<file path="config.mk">
export PLATFORM = sky130hd
export DESIGN_NAME = instr_sequencer
export DESIGN_NICKNAME = d
export VERILOG_FILES = /design/src/rtl/matrix_pkg.sv /design/src/rtl/seq_watchdog.sv /design/src/rtl/instr_sequencer.sv
export SDC_FILE = /design/constraint.sdc
export NUM_CORES = 1
export LEC_CHECK = 0
export ABC_AREA = 1
export CAP_MARGIN = 20
export CORE_ASPECT_RATIO = 1.75
export CORE_UTILIZATION = 29
export DETAILED_ROUTE_END_ITERATION = 6
export HOLD_SLACK_MARGIN = 0.15
export SYNTH_ARGS = -nofsm -noshare
export SYNTH_HDL_FRONTEND = slang
export SYNTH_SLANG_ARGS = --single-unit
</file>
<file path="constraint.sdc">
create_clock -name clk -period 2.8 [get_ports clk]
set_input_delay 0.42 -clock clk [delete_from_list [all_inputs] [get_ports clk]]
set_output_delay 0.42 -clock clk [all_outputs]
set_load 0.02 [all_outputs]
</file>
<file path="src/rtl/matrix_pkg.sv">
// matrix_pkg: constants shared by the matrix-engine sequencer and decoder.
//   - opcode encodings (3-bit, instruction bits [4:2])
//   - instruction word field positions
//   - op_is_legal(): true for opcodes that map to a functional unit
package matrix_pkg;

  localparam int INSTR_W = 5;
  localparam int OP_HI   = 4;
  localparam int OP_LO   = 2;
  localparam int WR_BIT  = 1;  // write_to
  localparam int RD_BIT  = 0;  // read_from

  typedef logic [OP_HI-OP_LO:0] opcode_t;

  localparam opcode_t OP_ADD       = 3'b000;
  localparam opcode_t OP_SUB       = 3'b001;
  localparam opcode_t OP_SCALE     = 3'b010;
  localparam opcode_t OP_MULT      = 3'b011;
  localparam opcode_t OP_TRANSPOSE = 3'b100;
  localparam opcode_t OP_STOP      = 3'b111;

  // STOP is not a unit op; 101/110 are unassigned.
  function automatic logic op_is_legal(opcode_t op);
    return (op == OP_ADD) || (op == OP_SUB) || (op == OP_SCALE) ||
           (op == OP_MULT) || (op == OP_TRANSPOSE);
  endfunction

endpackage

</file>
<file path="src/rtl/seq_watchdog.sv">
// seq_watchdog: counts cycles spent waiting for a functional unit.
//   clk, reset (async, active-high)
//   clear   : zero the count (start of a new wait)
//   enable  : count this cycle
//   expired : count has reached TIMEOUT-1, i.e. this is the last
//             permitted waiting cycle
// The counter saturates at TIMEOUT and never wraps.
module seq_watchdog #(
  parameter int TIMEOUT = 64
) (
  input  logic clk,
  input  logic reset,
  input  logic clear,
  input  logic enable,
  output logic expired
);

  localparam int CW = $clog2(TIMEOUT + 1);

  logic [CW-1:0] count;

  always_ff @(posedge clk or posedge reset) begin
    if (reset)
      count <= '0;
    else if (clear)
      count <= '0;
    else if (enable && (count != CW'(TIMEOUT)))
      count <= count + 1'b1;
  end

  assign expired = (count == CW'(TIMEOUT - 1));

endmodule

</file>
<file path="src/rtl/instr_sequencer.sv">
// instr_sequencer: instruction fetch/issue front end for the matrix engine.
//   clk, reset (async, active-high)
//   start       : pulse, begin at START_ADDR (IDLE/HALT/ERR only)
//   imem_rd/imem_addr/imem_rdata : instruction memory, 1-cycle read latency
//   instr       : current instruction word, instr_valid strobes once on issue
//   unit_done   : functional unit finished the issued instruction
//   pc, busy, halted, error : status
// Optional build macro SEQ_SINGLE_STEP_EN adds step_mode/step inputs and a
// PAUSE state entered in place of every FETCH while step_mode is high.
module instr_sequencer
  import matrix_pkg::*;
#(
  parameter int ADDR_W     = 8,
  parameter int START_ADDR = 0,
  parameter int TIMEOUT    = 64
) (
  input  logic              clk,
  input  logic              reset,
  input  logic              start,
  output logic              imem_rd,
  output logic [ADDR_W-1:0] imem_addr,
  input  logic [4:0]        imem_rdata,
  output logic [4:0]        instr,
  output logic              instr_valid,
  input  logic              unit_done,
  output logic [ADDR_W-1:0] pc,
  output logic              busy,
  output logic              halted,
  output logic              error
`ifdef SEQ_SINGLE_STEP_EN
  ,
  input  logic              step_mode,
  input  logic              step
`endif
);

  typedef enum logic [2:0] {
    S_IDLE, S_FETCH, S_WAIT_MEM, S_ISSUE, S_WAIT_DONE, S_HALT, S_ERR, S_PAUSE
  } state_t;

  state_t  state;
  state_t  fetch_tgt;
  opcode_t rd_op;
  logic    wd_expired;

  assign rd_op = imem_rdata[OP_HI:OP_LO];

  // Every path toward FETCH goes through this, so single-step only has to
  // redirect it in one place.
`ifdef SEQ_SINGLE_STEP_EN
  assign fetch_tgt = step_mode ? S_PAUSE : S_FETCH;
`else
  assign fetch_tgt = S_FETCH;
`endif

  seq_watchdog #(.TIMEOUT(TIMEOUT)) u_wd (
    .clk     (clk),
    .reset   (reset),
    .clear   (state == S_ISSUE),
    .enable  ((state == S_WAIT_DONE) && !unit_done),
    .expired (wd_expired)
  );

  always_ff @(posedge clk or posedge reset) begin
    if (reset) begin
      state <= S_IDLE;
      pc    <= '0;
      instr <= '0;
    end else begin
      case (state)
        S_IDLE, S_HALT, S_ERR:
          if (start) begin
            pc    <= ADDR_W'(START_ADDR);
            state <= fetch_tgt;
          end
        S_FETCH:
          state <= S_WAIT_MEM;
        S_WAIT_MEM: begin
          instr <= imem_rdata;
          if (rd_op == OP_STOP)      state <= S_HALT;
          else if (!op_is_legal(rd_op)) state <= S_ERR;
          else                       state <= S_ISSUE;
        end
        S_ISSUE, S_WAIT_DONE:
          // pc wraps silently at 2**ADDR_W
          if (unit_done) begin
            pc    <= pc + 1'b1;
            state <= fetch_tgt;
          end else if (state == S_ISSUE) begin
            state <= S_WAIT_DONE;
          end else if (wd_expired) begin
            state <= S_ERR;
          end
`ifdef SEQ_SINGLE_STEP_EN
        S_PAUSE:
          if (step) state <= S_FETCH;
`endif
        default:
          state <= S_IDLE;
      endcase
    end
  end

  assign imem_rd     = (state == S_FETCH);
  assign imem_addr   = pc;
  assign instr_valid = (state == S_ISSUE);
  assign busy        = (state == S_FETCH) || (state == S_WAIT_MEM) ||
                       (state == S_ISSUE) || (state == S_WAIT_DONE) ||
                       (state == S_PAUSE);
  assign halted      = (state == S_HALT);
  assign error       = (state == S_ERR);

endmodule

</file>
==> results of run 1 <==
## final timing paths
| kind | slack (ps) | depth (start not counted) | from | to |
|---|---|---|---|---|
| min in group clk | 490 | 2 | instr[1] | instr[1] |
| worst min-delay path | 490 | 3 | reset | instr[1] |
| worst max-delay path | 580 | 5 | state[1] | busy |
| worst max register to register | 1320 | 6 | state[0] | instr[3] |
| max in group asynchronous | 2070 | 3 | reset | u_wd.count[3] |
| worst min register to register | 490 | 2 | instr[1] | instr[1] |
## state kept, by name, summed over array words and instances (netlist names)
name	cells
u_wd.count	7
instr	5
imem_addr	8
state	3
## worst max-delay path: stages (launching register included)
cell,delay (ps)
dfrtp_1,460
inv_1,80
nand3_1,110
nand3_2,130
inv_1,140
clkdlybuf4s50_1,620
## area by class of cell
type,instances,share of cell area
clock inverters,1,0.002694
repair buffers,35,0.1872
multi-input cells,143,0.3805
clock buffers,3,0.02222
inverters,31,0.06263
flip-flops and latches,23,0.3098
well taps,52,0.03502
## where the power goes
group / total, W / switching (W) / leakage, nW / internal [W]
registers: 0.000500 / 0.0000868 / 0.307 / 0.000413
logic: 0.000882 / 0.000561 / 0.602 / 0.000320
clock network: 0.000211 / 0.000111 / 0.0255 / 0.0000994
total: 0.00159 / 0.000759 / 0.935 / 0.000833
## synthesized netlist by cell type
cell type / count
nand2_2: 3
nand3_1: 25
o21ai_2: 1
nand3_2: 1
nor2_1: 19
nor3_1: 1
buf_4: 8
xor2_1: 6
nand2_1: 64
dfrtp_1: 23
nand4_1: 2
o21ai_0: 10
o21bai_1: 1
a21oi_1: 3
nand3_4: 2
inv_1: 26
nand2_4: 1
nor2_2: 1
inv_2: 5
ha_1: 3
## placed cells by master (no fill, tap or decap), drive strengths merged, types with 2 or more instances in the layout
master	netlist	final
nand2	68	68
clkdlybuf4s50	0	34
inv	31	31
nand3	28	28
dfrtp	23	23
nor2	20	20
o21ai	11	11
xor2	6	6
a21oi	3	3
ha	3	3
clkbuf	0	3
nand4	2	2
## metal layers
layer / vias to the layer above / routed length (um) / global-route usage
met1: 624 / 1268 / 0.1359
li1: 690 / - / -
met4: 0 / 23 / 0.04583
met5: - / 0 / 0
met2: 22 / 2010 / 0.2791
met3: 2 / 70 / 0.02016
## through the flow
step,instances,utilization,area [um2],hold WS [ps],setup WS (ps)
2_1_floorplan,205,-,1459,421.9,1468
3_3_place_gp,284,0.3816,1812,469.7,882.5
3_5_place_dp,284,0.3816,1812,472.8,854.2
4_1_cts,288,0.3913,1858,494.0,549.5
5_1_grt,288,0.3913,1858,505.4,487.3
6_report,288,0.3913,1858,488.6,575.1
## cell families after synthesis
kind of cell,share of synthesized area
buffers and inverters,0.1209
AOI/OAI and AO/OA,0.05575
adders and majority gates,0.02573
xor gates and xnor gates,0.03602
DFF,0.3945
and+or+nand+nor,0.3671
==> metrics.txt, run 1 <==
critical path required time=between 2000 and 2500 ps; Worst Path Max Fanout=6; Post-CTS Resized=0; status=complete, no violations; final WL=approximately 3400 um; antenna cells=0; WS Path Type=reg -> out; Clock Path Buffers=2; row cnt=33; crit end category=primary output; RSZ-0062 raised after global routing=no; area of the multi-input gates=slightly above 700 um2; Yosys cell types=20; grt ovf=0; Hold Crit Class=in -> async; vias=1338; Boundary Pins=35; fill count=a little under 500; maximum vdd drop=approximately 420 uV; Synth-to-Final Area Change=27.36%; YS warnings=0; final clock skew=approximately 2.1 ps; post-DP HPWL=approximately 2700 um; PwrDens=roughly 860 nW/um2; Yosys top cell by area=dfrtp_1; hold violation count in the final report=0; element type at the critical path start=flip-flop; Final setup violation count=0; layout cell share with drive strength beyond 1=0.08051; postcts setup bufs=0; final setup TNS=0 ps; pin count of the biggest net entering global routing=24; DRC=0; clk slew on worst S/H paths=90 ps; drt initial violations=15; vias in the first global route=roughly 1300; syn_nets=217; Critical Path AT=1800 ps; fin crit period=approximately 2200 ps; PortBufs=34; Num CTS Buffers=3; Yosys reg bits=23; Least-Margin Pin Slew=between 400 and 500 ps; initial antenna violation count=0; Clk Latency, worst-skew pair=260 ps; DIE AREA=between 5000 and 6000 um2; Syn Std Cell Area=around 1500 um2; Hold-fix buffers, CTS=0; ranking of synthesized cells by area=dfrtp_1, nand2_1, nand3_1; Slew HR=0.6785; CTS tree=built; Pins Over Slew Limit=0; Routed Antenna Nets=0; Final period util=0.7946; Nets=around 250; first-pass GRT wire length=5706 um; Gate Count Post-Synth=around 200; clk root buf=clkbuf_8; DIE WIDTH=approximately 56 um; Max Cap Violations=0; total power=between 0.0015 and 0.002 W; leakage=approximately 0.93 nW; gpl congestion=roughly 0.79; Seq/Total Area, Yosys=0.3945; Sequential cell area=about 580 um2; vias per cell=between 4 and 5; Die Y-Extent=95.83 um; router iterations before antenna repair=4; core box area=roughly 4700 um2; top-area cell type share of the netlist area=0.3945; CTS HTree Levels=1; initial core utilization=0.3072; CTS sink cnt=23; GRT Overall Usage=0.1359; DR WL/cell=11.71 um; highest clock rate=between 0.4 and 0.5 GHz; Post-Syn Area per Cell=7.117 um2
No activity file was read; power rests on OpenSTA's default activity.
==> run 2: changes to the inputs <==
==> constraint.sdc (replaced) <==
create_clock -name clk -period 1.9 [get_ports clk]
set_input_delay 0.285 -clock clk [delete_from_list [all_inputs] [get_ports clk]]
set_output_delay 0.285 -clock clk [all_outputs]
set_load 0.02 [all_outputs]
==> run 2 against run 1 <==
  * Hold slack lost 130 ps
  * Global-route usage decreased by 0.098 points
  * Largest cell class unchanged
  * First-iteration DRC count did not move
  * Clock skew up 7.2 ps
  * Count of clock-buffer cells in the layout stayed put
  * Worst setup slack worse by 470 ps
  * Utilization increased by 0.40 points
==> metrics.txt, run 2 (synthesis results as in run 1) <==
Clk Latency, worst-skew pair=roughly 260 ps; CTS sink cnt=23; initial antenna violation count=0; DR WL/cell=approximately 12 um; vias=around 1400; Setup WS post-layout=109.9 ps; hold violation count in the final report=0; gpl congestion=~0.8; layout cell share with drive strength beyond 1=0.09664; clk root buf=clkbuf_8; post-DP HPWL=between 2000 and 3000 um; crit end category=primary output; Max stage delay on crit path=around 430 ps; final WL=between 3000 and 4000 um; Top Family by Delay on Critical Path=buffers and inverters; highest clock rate=between 0.5 and 0.6 GHz; Hold Crit Class=in -> async; fill count=approximately 500; Clock Path Buffers=2; most frequent cells in the layout=nand2_1, clkdlybuf4s50_1, inv_1; Die Y-Extent=approximately 96 um; Routed Antenna Nets=0; fin crit period=around 1800 ps; Least-Margin Pin Slew=around 320 ps; initial core utilization=0.3072; commonest non-fill, non-tap cell in the layout=nand2_1; CTS tree=built; row cnt=33; grt ovf=0; element type at the critical path start=flip-flop; final clock skew=9.318 ps; Boundary Pins=35; clk slew on worst S/H paths=about 90 ps; DIE AREA=around 5300 um2; CP max-delay cell=dfrtp_2; Synth-to-Final Area Change=28.64%; number of flip-flops in the largest register=8; DRC=0; leakage=approximately 0.98 nW; GRT Overall Usage=0.1349; first-pass GRT wire length=approximately 5800 um; maximum vdd drop=around 590 uV; Num CTS Buffers=3; Worst Path Max Fanout=5; drt initial violations=15; CTS HTree Levels=1; critical path's most frequent cell=inv_1; vias in the first global route=between 1000 and 1500; pin count of the biggest net entering global routing=24; critical path required time=between 1500 and 2000 ps; Final period util=0.9422; router iterations before antenna repair=4; Place WS=between 60 and 70 ps; status=complete, no violations; antenna cells=0; final core occ=0.3953; core box area=4748 um2; Critical Path AT=1510 ps; Pins Over Slew Limit=0; PortBufs=34; Buf+Inv Stages, Crit Path=3; WS Path Type=reg -> out; vias per cell=about 4.7; DIE WIDTH=about 56 um; Nets=251; PwrDens=approximately 1300 nW/um2; Max Cap Violations=0; crit-path cells=inv_1 > nand3_1 > nand3_2 > inv_1 > dlygate4sd2_1; total power=roughly 0.0024 W; Final setup violation count=0; postcts setup bufs=0; Slew HR=0.7888
## run 2: cell types whose count changed in the layout (fill, tap and decap cells not counted)
cell	delta
buf_4	+2
clkdlybuf4s50_1	-5
dfrtp_1	-2
dfrtp_2	+2
dlygate4sd2_1	+3
dlymetal6s2s_1	+2
## run 2: worst paths after layout
path,start,endpoint,slack [ps],depth (start not counted)
setup / recovery,state[0],busy,110,5
hold / removal,reset,imem_addr[7],360,3
setup reg to reg,state[2],imem_addr[2],410,8
hold reg to reg,instr[0],instr[0],490,2
max in group asynchronous,reset,state[0],1270,3
min in group clk,instr[0],instr[0],490,2
## run 2: cell type report
cell class,instances,area (um2),area share
multi-input combinational,143,706.9,0.3767
sequential,23,578.1,0.3080
timing repair buffer,37,364.1,0.1940
inverter,31,116.4,0.06200
tap,52,65.06,0.03467
clock buffer,3,41.29,0.02200
clock inverter,1,5.005,0.002667
## run 2: metal layers
metal	vias up	global-route usage	wire (um)
li1	696	-	-
met1	646	0.1414	1340
met2	24	0.2761	2003
met3	4	0.01478	88
met4	0	0.03958	38
met5	-	0	0
## run 2: per-stage QoR
step	area (um2)	std cells	TNS (ps)	hold WS (ps)
after global routing	1877	290	-1.380	388.6
after CTS	1871	290	0	368.4
after global placement	1827	286	0	469.8
final	1877	290	0	356.4
after detailed placement	1827	286	0	472.6
after floorplan	1459	205	0	286.9
## run 2: repair_timing
| item | CTS | global route |
|---|---|---|
| setup endpoints to repair | 5 | 3 |
| hold buffers | 0 | 0 |
| resized for setup | 4 | 3 |
## run 2: worst min-delay path: cells and delay by family
kind / cells / cell delay (ps)
buf+inv: 3 / 730
## run 2: power by group
part / internal [W] / switching [W] / total (W)
combinational: 0.000471 / 0.000851 / 0.00132
sequential: 0.000613 / 0.000129 / 0.000743
clock: 0.000146 / 0.000163 / 0.000309
==> run 3: changes to the inputs <==
--- a/config.mk
+++ b/config.mk
@@ -8,6 +8,7 @@
 export ABC_AREA = 1
 export CAP_MARGIN = 20
 export CORE_ASPECT_RATIO = 1.75
+export CORE_MARGIN = 2
 export CORE_UTILIZATION = 29
 export DETAILED_ROUTE_END_ITERATION = 6
 export HOLD_SLACK_MARGIN = 0.15
==> constraint.sdc (replaced) <==
create_clock -name clk -period 2.3 [get_ports clk]
set_input_delay 0.345 -clock clk [delete_from_list [all_inputs] [get_ports clk]]
set_output_delay 0.345 -clock clk [all_outputs]
set_load 0.02 [all_outputs]
==> run 3 against run 2 <==
  * Register-to-register slack improved by 430 ps
  * Combinational power down 17%
  * First-iteration DRC count grew 67%
  * Flip-flop and latch count unchanged
  * Largest power group unchanged
  * Global-route usage down 0.073 points
  * Critical path type unchanged
  * Critical endpoint is now instr_valid
  * Clock skew fell by 6.6 ps
  * Count of clock-buffer cells in the layout is the same
==> metrics.txt, run 3 (synthesis results as in run 1) <==
status=complete, no violations; Max Cap Violations=0; CP max-delay cell=clkdlybuf4s50_1; R2R cell count=8; final clock skew=~2.8 ps; reg2reg end=u_wd.count[5]; highest clock rate=about 0.49 GHz; post-DP HPWL=between 2000 and 3000 um; Clk Latency, worst-skew pair=roughly 270 ps; WS Path Type=reg -> out; fill count=approximately 520; Pins Over Slew Limit=0; Design Area, Final=1872 um2; PwrDens=~1000 nW/um2; final setup TNS=0 ps; vias=1366; clk slew on worst S/H paths=approximately 90 ps; drt initial violations=25; fin cells=291; CTS HTree Levels=1; DP Cell Count=287; number of flip-flops in the largest register=8; fin crit period=2061 ps; CTS tree=built; Die Y-Extent=between 90 and 100 um; gpl congestion=approximately 0.87; Boundary Pins=35; leakage=between 0.9 and 1 nW; Final period util=0.8961; maximum vdd drop=approximately 550 uV; element type at the critical path start=flip-flop; DIE WIDTH=about 58 um; Worst Path Max Fanout=8; vias in the first global route=between 1000 and 1500; postcts setup bufs=0; Num CTS Buffers=3; Least-Margin Pin Slew=around 310 ps; DRC=0; Sequential cell area=slightly below 600 um2; CTS sink cnt=23; most frequent cells in the layout=nand2_1, clkdlybuf4s50_1, inv_1; Critical Path AT=1720 ps; Final setup violation count=0; row cnt=34; grt ovf=0; critical path required time=1960 ps; initial antenna violation count=0; GRT Overall Usage=0.1342; Routed Antenna Nets=0; Clock Path Buffers=2; Placement Cell Area=1822 um2; Hold Crit Class=in -> async; RSZ-0062 raised after global routing=no; vias per cell=4.694; crit-path cells=inv_2 > nand3_4 > inv_1 > clkdlybuf4s50_1; hold violation count in the final report=0; commonest non-fill, non-tap cell in the layout=nand2_1; Slew HR=0.7910; layout cell share with drive strength beyond 1=0.08861; antenna cells=0; clk root buf=clkbuf_8; area of the multi-input gates=just over 700 um2; DIE AREA=~5600 um2; first-pass GRT wire length=around 6000 um; pin count of the biggest net entering global routing=24; Critical R2R Launch=state[0]; PortBufs=34; crit end category=primary output; Nets=between 200 and 300; router iterations before antenna repair=4; r2r setup slk=roughly 840 ps; core box area=approximately 5000 um2; total power=about 0.002 W; DR WL/cell=between 10 and 15 um; initial core utilization=0.2982; Synth-to-Final Area Change=28.30%; final WL=between 3000 and 4000 um; Max stage delay on crit path=a little over 600 ps
## run 3: cell count changes in the layout (fill, tap and decap cells not counted)
cell             before  now
buf_4                 3    2
dlygate4sd2_1         3    0
dlymetal6s2s_1        2    1
dfrtp_2               2    1
clkdlybuf4s50_1      29   33
dfrtp_1              21   22
## run 3: per-layer routing
| metal | global-route usage | share of wire | up-vias |
|---|---|---|---|
| met5 | 0 | 0 | - |
| met4 | 0.06082 | 0.026 | 0 |
| met3 | 0.01589 | 0.025 | 8 |
| met2 | 0.2474 | 0.56 | 29 |
| met1 | 0.1467 | 0.39 | 633 |
| li1 | - | - | 696 |
## run 3: layout make-up
| cell class | instances | share of cell area |
|---|---|---|
| clock buffer | 3 | 0.02206 |
| inverter | 31 | 0.06217 |
| multi-input combinational | 143 | 0.3777 |
| clock inverter | 1 | 0.002674 |
| sequential | 23 | 0.3082 |
| tap | 54 | 0.03610 |
| timing repair buffer | 36 | 0.1912 |
## run 3: worst max-delay path by stage
stage                             from           end  slack (ps)  depth (start not counted)
after global placement        state[1]          busy         460                          5
after floorplan           imem_addr[0]  imem_addr[6]         990                          7
after global routing          state[2]   instr_valid         140                          4
after CTS                     state[0]          busy          70                          5
final                         state[2]   instr_valid         240                          4
after detailed placement      state[0]          busy         400                          5
## run 3: timing repair
action | 4_1_cts | 5_1_grt
gates resized for setup | 0 | 2
endpoints found under the setup margin | 0 | 1
hold buffers | 0 | 0
## run 3: worst max-delay path, delay by kind of cell, from the launching register on
family	cells	cell delay [ps]
and+or+nand+nor	1	130
buffers and inverters	3	860
DFF	1	450
## run 3: where the power goes
part / leakage (nW) / switching, W / internal (W)
Clock: 0.0255 / 0.000139 / 0.000121
Sequential: 0.306 / 0.000104 / 0.000505
Combinational: 0.614 / 0.000693 / 0.000397
Total: 0.945 / 0.000936 / 0.00102
## run 3: metrics by stage
step | setup slack (ps) | util | hold WS (ps)
finish | 239.0 | 0.3826 | 414.6
global placement | 457.2 | 0.3724 | 462.7
CTS | 71.60 | 0.3818 | 422.5
global route | 137.2 | 0.3826 | 447.4
detailed placement | 398.1 | 0.3724 | 471.2
floorplan | 991.7 | - | 346.9
